File: src/rtl/rr_arb_mux.sv
// rr_arb_mux: registered, handshaked N-to-1 channel multiplexer.
//   Arbitration is round-robin or fixed-select. Multi-beat bursts are kept
//   atomic by locking the grant to the burst owner until its last beat.
//
// Ports (N = 1 << SEL_WIDTH):
//   clk        in   system clock, rising edge
//   rst_n      in   asynchronous active-low reset
//   in_data    in   N*W concatenated channel data, channel k at [k*W +: W]
//   in_valid   in   N per-channel valid
//   in_last    in   N per-channel last-beat-of-burst flag
//   in_ready   out  N per-channel ready (combinational, one-hot or zero)
//   mode_fixed in   1 = grant channel 'sel', 0 = round-robin
//   sel        in   channel index used in fixed mode
//   out_data   out  registered selected data
//   out_ch     out  registered source channel index
//   out_last   out  registered last flag
//   out_valid  out  registered valid
//   out_ready  in   downstream ready
//   busy       out  high while a burst lock is held
module rr_arb_mux #(
  parameter int SEL_WIDTH = 2,
  parameter int W         = 32
) (
  input  logic                        clk,
  input  logic                        rst_n,
  input  logic [(W<<SEL_WIDTH)-1:0]   in_data,
  input  logic [(1<<SEL_WIDTH)-1:0]   in_valid,
  input  logic [(1<<SEL_WIDTH)-1:0]   in_last,
  output logic [(1<<SEL_WIDTH)-1:0]   in_ready,
  input  logic                        mode_fixed,
  input  logic [SEL_WIDTH-1:0]        sel,
  output logic [W-1:0]                out_data,
  output logic [SEL_WIDTH-1:0]        out_ch,
  output logic                        out_last,
  output logic                        out_valid,
  input  logic                        out_ready,
  output logic                        busy
);

  localparam int N = 1 << SEL_WIDTH;

  logic [W-1:0]         out_data_q, out_data_d;
  logic [SEL_WIDTH-1:0] out_ch_q, out_ch_d;
  logic                 out_last_q, out_last_d;
  logic                 out_valid_q, out_valid_d;
  logic                 lock_q, lock_d;
  logic [SEL_WIDTH-1:0] owner_q, owner_d;
  logic [SEL_WIDTH-1:0] ptr_q, ptr_d;

  logic                 can_accept;
  logic                 grant_valid;
  logic [SEL_WIDTH-1:0] grant_idx;
  logic [SEL_WIDTH-1:0] scan_idx;
  logic                 xfer;
  logic [W-1:0]         ch_data [N];

  assign can_accept = !out_valid_q || out_ready;

  // Grant selection. The round-robin scan walks offsets from the highest
  // down so that the lowest offset from ptr (highest priority) wins.
  always_comb begin
    grant_valid = 1'b0;
    grant_idx   = '0;
    scan_idx    = '0;
    if (lock_q) begin
      grant_idx   = owner_q;
      grant_valid = in_valid[owner_q];
    end else if (mode_fixed) begin
      grant_idx   = sel;
      grant_valid = in_valid[sel];
    end else begin
      for (int i = N - 1; i >= 0; i--) begin
        scan_idx = ptr_q + i[SEL_WIDTH-1:0];
        if (in_valid[scan_idx]) begin
          grant_valid = 1'b1;
          grant_idx   = scan_idx;
        end
      end
    end
  end

  generate
    for (genvar gi = 0; gi < N; gi++) begin : g_ch
      assign ch_data[gi]  = in_data[gi*W +: W];
      assign in_ready[gi] = can_accept && grant_valid &&
                            (grant_idx == SEL_WIDTH'(gi));
    end
  endgenerate

  // in_ready of the granted channel equals can_accept, and grant_valid
  // already implies that channel's in_valid.
  assign xfer = grant_valid && can_accept;

  always_comb begin
    out_data_d  = out_data_q;
    out_ch_d    = out_ch_q;
    out_last_d  = out_last_q;
    out_valid_d = out_valid_q;
    lock_d      = lock_q;
    owner_d     = owner_q;
    ptr_d       = ptr_q;
    if (xfer) begin
      out_data_d  = ch_data[grant_idx];
      out_ch_d    = grant_idx;
      out_last_d  = in_last[grant_idx];
      out_valid_d = 1'b1;
      if (in_last[grant_idx]) begin
        // End of burst (or single beat): release lock, advance past winner.
        lock_d = 1'b0;
        ptr_d  = grant_idx + SEL_WIDTH'(1);
      end else begin
        lock_d  = 1'b1;
        owner_d = grant_idx;
      end
    end else if (out_ready) begin
      out_valid_d = 1'b0;
    end
  end

  always_ff @(posedge clk or negedge rst_n) begin
    if (!rst_n) begin
      out_data_q  <= '0;
      out_ch_q    <= '0;
      out_last_q  <= 1'b0;
      out_valid_q <= 1'b0;
      lock_q      <= 1'b0;
      owner_q     <= '0;
      ptr_q       <= '0;
    end else begin
      out_data_q  <= out_data_d;
      out_ch_q    <= out_ch_d;
      out_last_q  <= out_last_d;
      out_valid_q <= out_valid_d;
      lock_q      <= lock_d;
      owner_q     <= owner_d;
      ptr_q       <= ptr_d;
    end
  end

  assign out_data  = out_data_q;
  assign out_ch    = out_ch_q;
  assign out_last  = out_last_q;
  assign out_valid = out_valid_q;
  assign busy      = lock_q;

endmodule

File: config.mk
export PLATFORM = sky130hd
export DESIGN_NAME = rr_arb_mux
export DESIGN_NICKNAME = d
export VERILOG_FILES = /design/src/rtl/rr_arb_mux.sv
export SDC_FILE = /design/constraint.sdc
export NUM_CORES = 1
export LEC_CHECK = 0
export BUFFER_PORTS_ARGS = -buffer_cell sky130_fd_sc_hd__clkbuf_2
export CORE_MARGIN = 2
export CORE_UTILIZATION = 42
export CTS_BUF_LIST = sky130_fd_sc_hd__clkbuf_4
export DETAILED_ROUTE_END_ITERATION = 12
export PLACE_DENSITY = 0.79
export SYNTH_ARGS = -nofsm -noshare
export SYNTH_HDL_FRONTEND = slang
export SYNTH_SLANG_ARGS = --single-unit
File: constraint.sdc
create_clock -name clk -period 2 [get_ports clk]
set_input_delay 0.3 -clock clk [delete_from_list [all_inputs] [get_ports clk]]
set_output_delay 0.3 -clock clk [all_outputs]
set_load 0.01 [all_outputs]
=== After elaboration in Yosys (flattened, before gate mapping) ===
Index checks and enable logic that the tools add are counted.

* Add/subtract/negate cells: 4
* $lt $le $gt $ge: 8
* Equal/unequal tests: 3
* Mux-type cells: 32
* Bitwise logic cells: 2
* Reductions and logical operators: 11

{| class="wikitable"
|+ Operators with widths
! kind !! number
|-
| 32-bit binary-select mux with 2-bit select || 1
|-
| 32-bit 2-to-1 mux || 2
|-
| 2-bit by 3-bit less-than comparator with 1-bit output (second input constant) || 7
|-
| 1-bit 2-to-1 mux || 16
|-
| 1-bit binary-select mux with 2-bit select || 7
|-
| 2-bit 2-to-1 mux || 6
|-
| 1-bit logical AND || 5
|-
| 2-bit by 1-bit adder with 2-bit output (second input constant) || 2
|-
| 2-bit adder (second input constant) || 2
|-
| 2-bit == test (second input constant) || 2
|-
| 2-bit AND reduction || 2
|-
| 3-bit >= comparator (second input constant) || 1
|-
| 2-bit NOT with 3-bit output || 1
|-
| 2-bit by 1-bit == test with 1-bit output (second input constant) || 1
|-
| 2-bit zero test || 1
|-
| 2-bit nonzero test || 1
|-
| 1-bit zero test || 1
|-
| 1-bit logical OR || 1
|-
| 1-bit NOT || 1
|}

* Register bits: 41
* Output and inout bits: 41
* Word-level logic and storage cells: 67

=== Depth between registers and ports, before layout ===
* Depth after elaboration: 13
* Gate-level depth with buffers: 9
* Gate-level depth less buffers: 7

=== Worst setup path before layout ===
No wires, ideal clock.

* Path type: register to output
* From: reg lock_q, in the netlist busy
* To: out in_ready[0]
* Data arrival time: 1.725 ns
* Required time: 1.700 ns
* Setup slack: -0.025 ns
* Cell stages (with the launch flop): 9
* Buffers on the path: 2
* Cells stage by stage: dfrtp_1 > a21oi_1 > o41ai_1 > and2_1 > buf_2 > inv_2 > buf_2 > ha_1 > and2_1

* Longest elaborated chain between the ends: 3
* Elaborated cells between the ends (all ways): 5
* Those cells by class: mux: 2; reduce/logical: 3

{| class="wikitable"
|+ RTL lines
! what !! line !! text
|-
| start: declaration || 46 || <nowiki>logic lock_q, lock_d;</nowiki>
|-
| start signal: assignment || 134 || <nowiki>lock_q <= lock_d;</nowiki>
|-
| 2-bit 2-to-1 mux / 1-bit 2-to-1 mux (equally long branches) || 65 || <nowiki>if (lock_q) begin</nowiki>
|-
| 2-bit zero test / 1-bit logical AND (equally long branches) || 86, 85 ||
|-
| 1-bit logical AND (*) || 85 || <nowiki>assign in_ready[gi] = can_accept && grant_valid &&</nowiki>
|-
| end: declaration || 29 || <nowiki>output logic [(1<<SEL_WIDTH)-1:0] in_ready,</nowiki>
|}

Mark *: on every way between the ends. The rest lies on a longest branch, timed or not.

=== Final worst setup path ===
* From: reg ptr_q[1]
* To: out in_ready[3]

* Longest elaborated chain between the ends: 11
* Elaborated cells between the ends (all ways): 26
* Those cells by class: add/sub: 3; eq/ne: 1; mux: 20; reduce/logical: 2

{| class="wikitable"
|+ RTL lines
! what !! line !! text
|-
| start: declaration || 48 || <nowiki>logic [SEL_WIDTH-1:0] ptr_q, ptr_d;</nowiki>
|-
| start signal: assignment || 136 || <nowiki>ptr_q <= ptr_d;</nowiki>
|-
| 2-bit adder || 73 || <nowiki>scan_idx = ptr_q + i[SEL_WIDTH-1:0];</nowiki>
|-
| 1-bit binary-select mux with 2-bit select || 74 || <nowiki>if (in_valid[scan_idx]) begin</nowiki>
|-
| 1-bit 2-to-1 mux (not written as such) || 74 ||
|-
| 2-bit 2-to-1 mux / 1-bit 2-to-1 mux (equally long branches) (4 in a row) || 74 ||
|-
| 2-bit 2-to-1 mux / 1-bit 2-to-1 mux (equally long branches) || 68 || <nowiki>end else if (mode_fixed) begin</nowiki>
|-
| 2-bit 2-to-1 mux / 1-bit 2-to-1 mux (equally long branches) || 65 ||
|-
| 2-bit == test / 1-bit logical AND (equally long branches) || 86, 85 ||
|-
| 1-bit logical AND (*) || 85 ||
|}

Mark *: on every way between the ends. The rest lies on a longest branch, timed or not. The select of a mux whose other input is x is not followed.

==> reports/metrics.yaml <==
status: "finished, violations left"
failed_checks: "negative setup slack"
io_pins: 183
switchingPower_w: 0.00446
fin_crit_sh: 1.18
cts_tree: "built"
p_seq_frac: 0.167
clockPowerShare: 0.072
cp.arrival_ns: 2.06
swShare: 0.469
ys_seq_area_frac: 0.303
critPathKind: "flop to primary output"
drv_slew: 0
syn_area_per_cell_um2: 8.76
dieArea_mm2: 0.00880
synth_nets: 533
layout.nets: 758
comb_power_share: 0.761
crit_required_ns: 1.70
h-tree-depth: 2
antenna_cells: 0
instances_no_fill: 715
ant_nets: 0
drcViolationCount: 0
initialDrtViolationCount: 202
ys_seq_elements: 41
ys_warn_count: 0
grt_pass1_vias: 4424
portBuffers: 182
finalWirelength_um: 14300
post-place-ws_ns: -0.235
fin_skew_ns: 0.00421
synth_ff_type: "dfrtp_1"
min_path_cells: 3
wl_per_cell_um: 20.1
syn_to_final_growth_pct: 67.5
min_to: "out_data[30]$_DFFE_PN0P_"
p_int_w: 0.00505
setup_ws_ns: -0.362
cap_viol_max_count: 0
relSlewSlack: 0.648
hold_class: "input pin to flop"
vias: 4363
finalSetupViolations: 41
cp-end-kind: "primary output"
min_period_ns: 2.36
finalPower_w: 0.00951
syn_inst: 387
ff2ff_path_depth: 8
rows: 32
critPathLaunchType: "flop"
synth_top_area_frac: 0.303
hold_viol_final: 0
clock_latency_ns: 0.34
start_util: 0.436
yosysTopAreaCell: "dfrtp_1"
reg2reg_slack_ns: -0.25
synth.distinct_cells: 45
synth_edf_count: 0
hpwl_um: 9140
rsz0062_at_grt: "yes"
layout-drive-gt1-share: 0.654
place_inst: 679
synthTopCellsByArea: "dfrtp_1 30%, mux2_2 12%, a21oi_1 10%, a32o_1 9.5%, a221oi_1 8.3%"
core_area_mm2: 0.00777
placed_cell_area_mm2: 0.00466
clk_pin_slew_ns: 0.13
power_leakage_nw: 2.54
root_buffer: "clkbuf_4"
cts.sinks: 41
die_h_um: 93.8
cts_buffers: 5
routed_via_density: 6.10
r2r-start: "owner_q[1]$_DFFE_PN0P_"
power_density_mw_per_mm2: 1680
cts_buffer_depth: 2
stdcell_area_mm2: 0.00568
grt_start_max_net_pins: 33
gp_congestion: 0.880
cp_max_fo: 4
dr.pass1.iters: 5
syn-cell-area_mm2: 0.00339
tightest_slew_ns: 0.521
async_reset_ff_frac: 1.00
worstReg2RegEnd: "ptr_q[0]$_DFFE_PN0P_"
gr-total-overflow: 0
timing.setup.tns_ns: -7.24
die_x_um: 93.8
track_usage: 0.300
min_from: "in_data[94]"
irDropWorstVdd_mv: 0.765
grt_pass1_wl_um: 20700
antenna_found_initial: 0
max_freq_ghz: 0.423
-- power by group through the flow --
stage / Combinational [W] / Clock (W) / Sequential [W]
after detailed placement: 0.00495 / 0 / 0.00162
after floorplan: 0.00310 / 0 / 0.00169
after global routing: 0.00769 / 0.000722 / 0.00162
after global placement: 0.00481 / 0 / 0.00160
final: 0.00724 / 0.000682 / 0.00159
after CTS: 0.00641 / 0.000684 / 0.00162
-- stage by stage --
stage | util | hold WS, ns
after floorplan | - | 0.00441
after global placement | 0.600 | 0.129
after detailed placement | 0.600 | 0.132
after CTS | 0.694 | 0.158
after global routing | 0.731 | 0.153
final | 0.731 | 0.172
-- cells in the final DEF (no fill, tap or decap), types with 13 or more instances in the layout --
cell      instances
dfrtp_1          38
a21oi_2          25
clkbuf_2        178
nand2_1          38
buf_6            14
nor2_1           34
mux2_2           36
a21oi_1          33
a221oi_2         32
a21oi_4          13
a32o_1           32
buf_4            50
-- cell type report --
class	instances	area, um^2
sequential	41	1030
multi-input combinational	305	2750
timing repair buffer	254	1640
clock buffer	5	37.5
inverter	5	21.3
clock inverter	3	65.1
tap	102	128
fill	572	2090
-- state kept, by name, indices dropped and copies added (netlist names) --
| signal | cells |
|---|---|
| ptr_q | 2 |
| out_last | 1 |
| out_ch | 2 |
| busy | 1 |
| out_data | 32 |
| owner_q | 2 |
| out_valid | 1 |
-- worst max-delay path by stage --
| stage | start | end | slack (ns) | cells past startpoint |
|---|---|---|---|---|
| after floorplan | busy$_DFFE_PN0P_ | in_ready[0] | -0.01 | 5 |
| after global placement | in_valid[1] | ptr_q[1]$_DFFE_PN0P_ | -0.12 | 7 |
| after detailed placement | in_valid[1] | out_data[20]$_DFFE_PN0P_ | -0.24 | 9 |
| after CTS | ptr_q[0]$_DFFE_PN0P_ | in_ready[0] | -0.35 | 8 |
| after global routing | ptr_q[0]$_DFFE_PN0P_ | in_ready[3] | -0.47 | 8 |
| final | ptr_q[1]$_DFFE_PN0P_ | in_ready[3] | -0.36 | 8 |
-- cell usage after synthesis, types with 2 or more instances --
library cell / count
a21oi_1: 70
dfrtp_1: 41
nand2_1: 38
mux2_2: 36
nor2_1: 35
a221oi_1: 32
a32o_1: 32
buf_2: 22
clkbuf_1: 10
nand2b_1: 8
o21ai_0: 6
and2_1: 5
ha_1: 4
inv_1: 4
mux2_1: 4
nor2b_1: 3
nor3_1: 3
a311o_1: 2
buf_1: 2
buf_4: 2
mux2i_1: 2
nand3_1: 2
o22ai_1: 2
-- worst max-delay path, cell delays in order (launching register included) --
cell     delay, ns
dfrtp_1       0.44
inv_1         0.17
a21oi_4       0.05
o41ai_2       0.29
and2_4        0.24
buf_6         0.12
ha_1          0.16
and2_4        0.15
buf_6         0.09
-- layer usage --
layer / track usage / vias up / share of wire
met2: 0.535 / 247 / 0.51
met3: 0.0554 / 54 / 0.070
met4: 0.153 / 0 / 0.043
met5: 0 / - / 0
li1: - / 1956 / -
met1: 0.340 / 2106 / 0.37
-- what timing repair did --
item / in CTS / in global routing
resized for setup: 102 / 48
endpoints found under the setup margin: 40 / 43
hold buffers: 1 / 0
hold endpoints to repair: 4 / 0
gates cloned: 2 / 1
pin swaps: 36 / 16
buffers inserted: 10 / 17
-- cells by family after synthesis --
| kind of cell | share of synthesized area |
|---|---|
| simple gates | 0.128 |
| flops | 0.303 |
| compound gates | 0.353 |
| fa+ha+maj | 0.0148 |
| mux | 0.145 |
| buf+inv | 0.0558 |
Power figures use the tool's default switching activity.
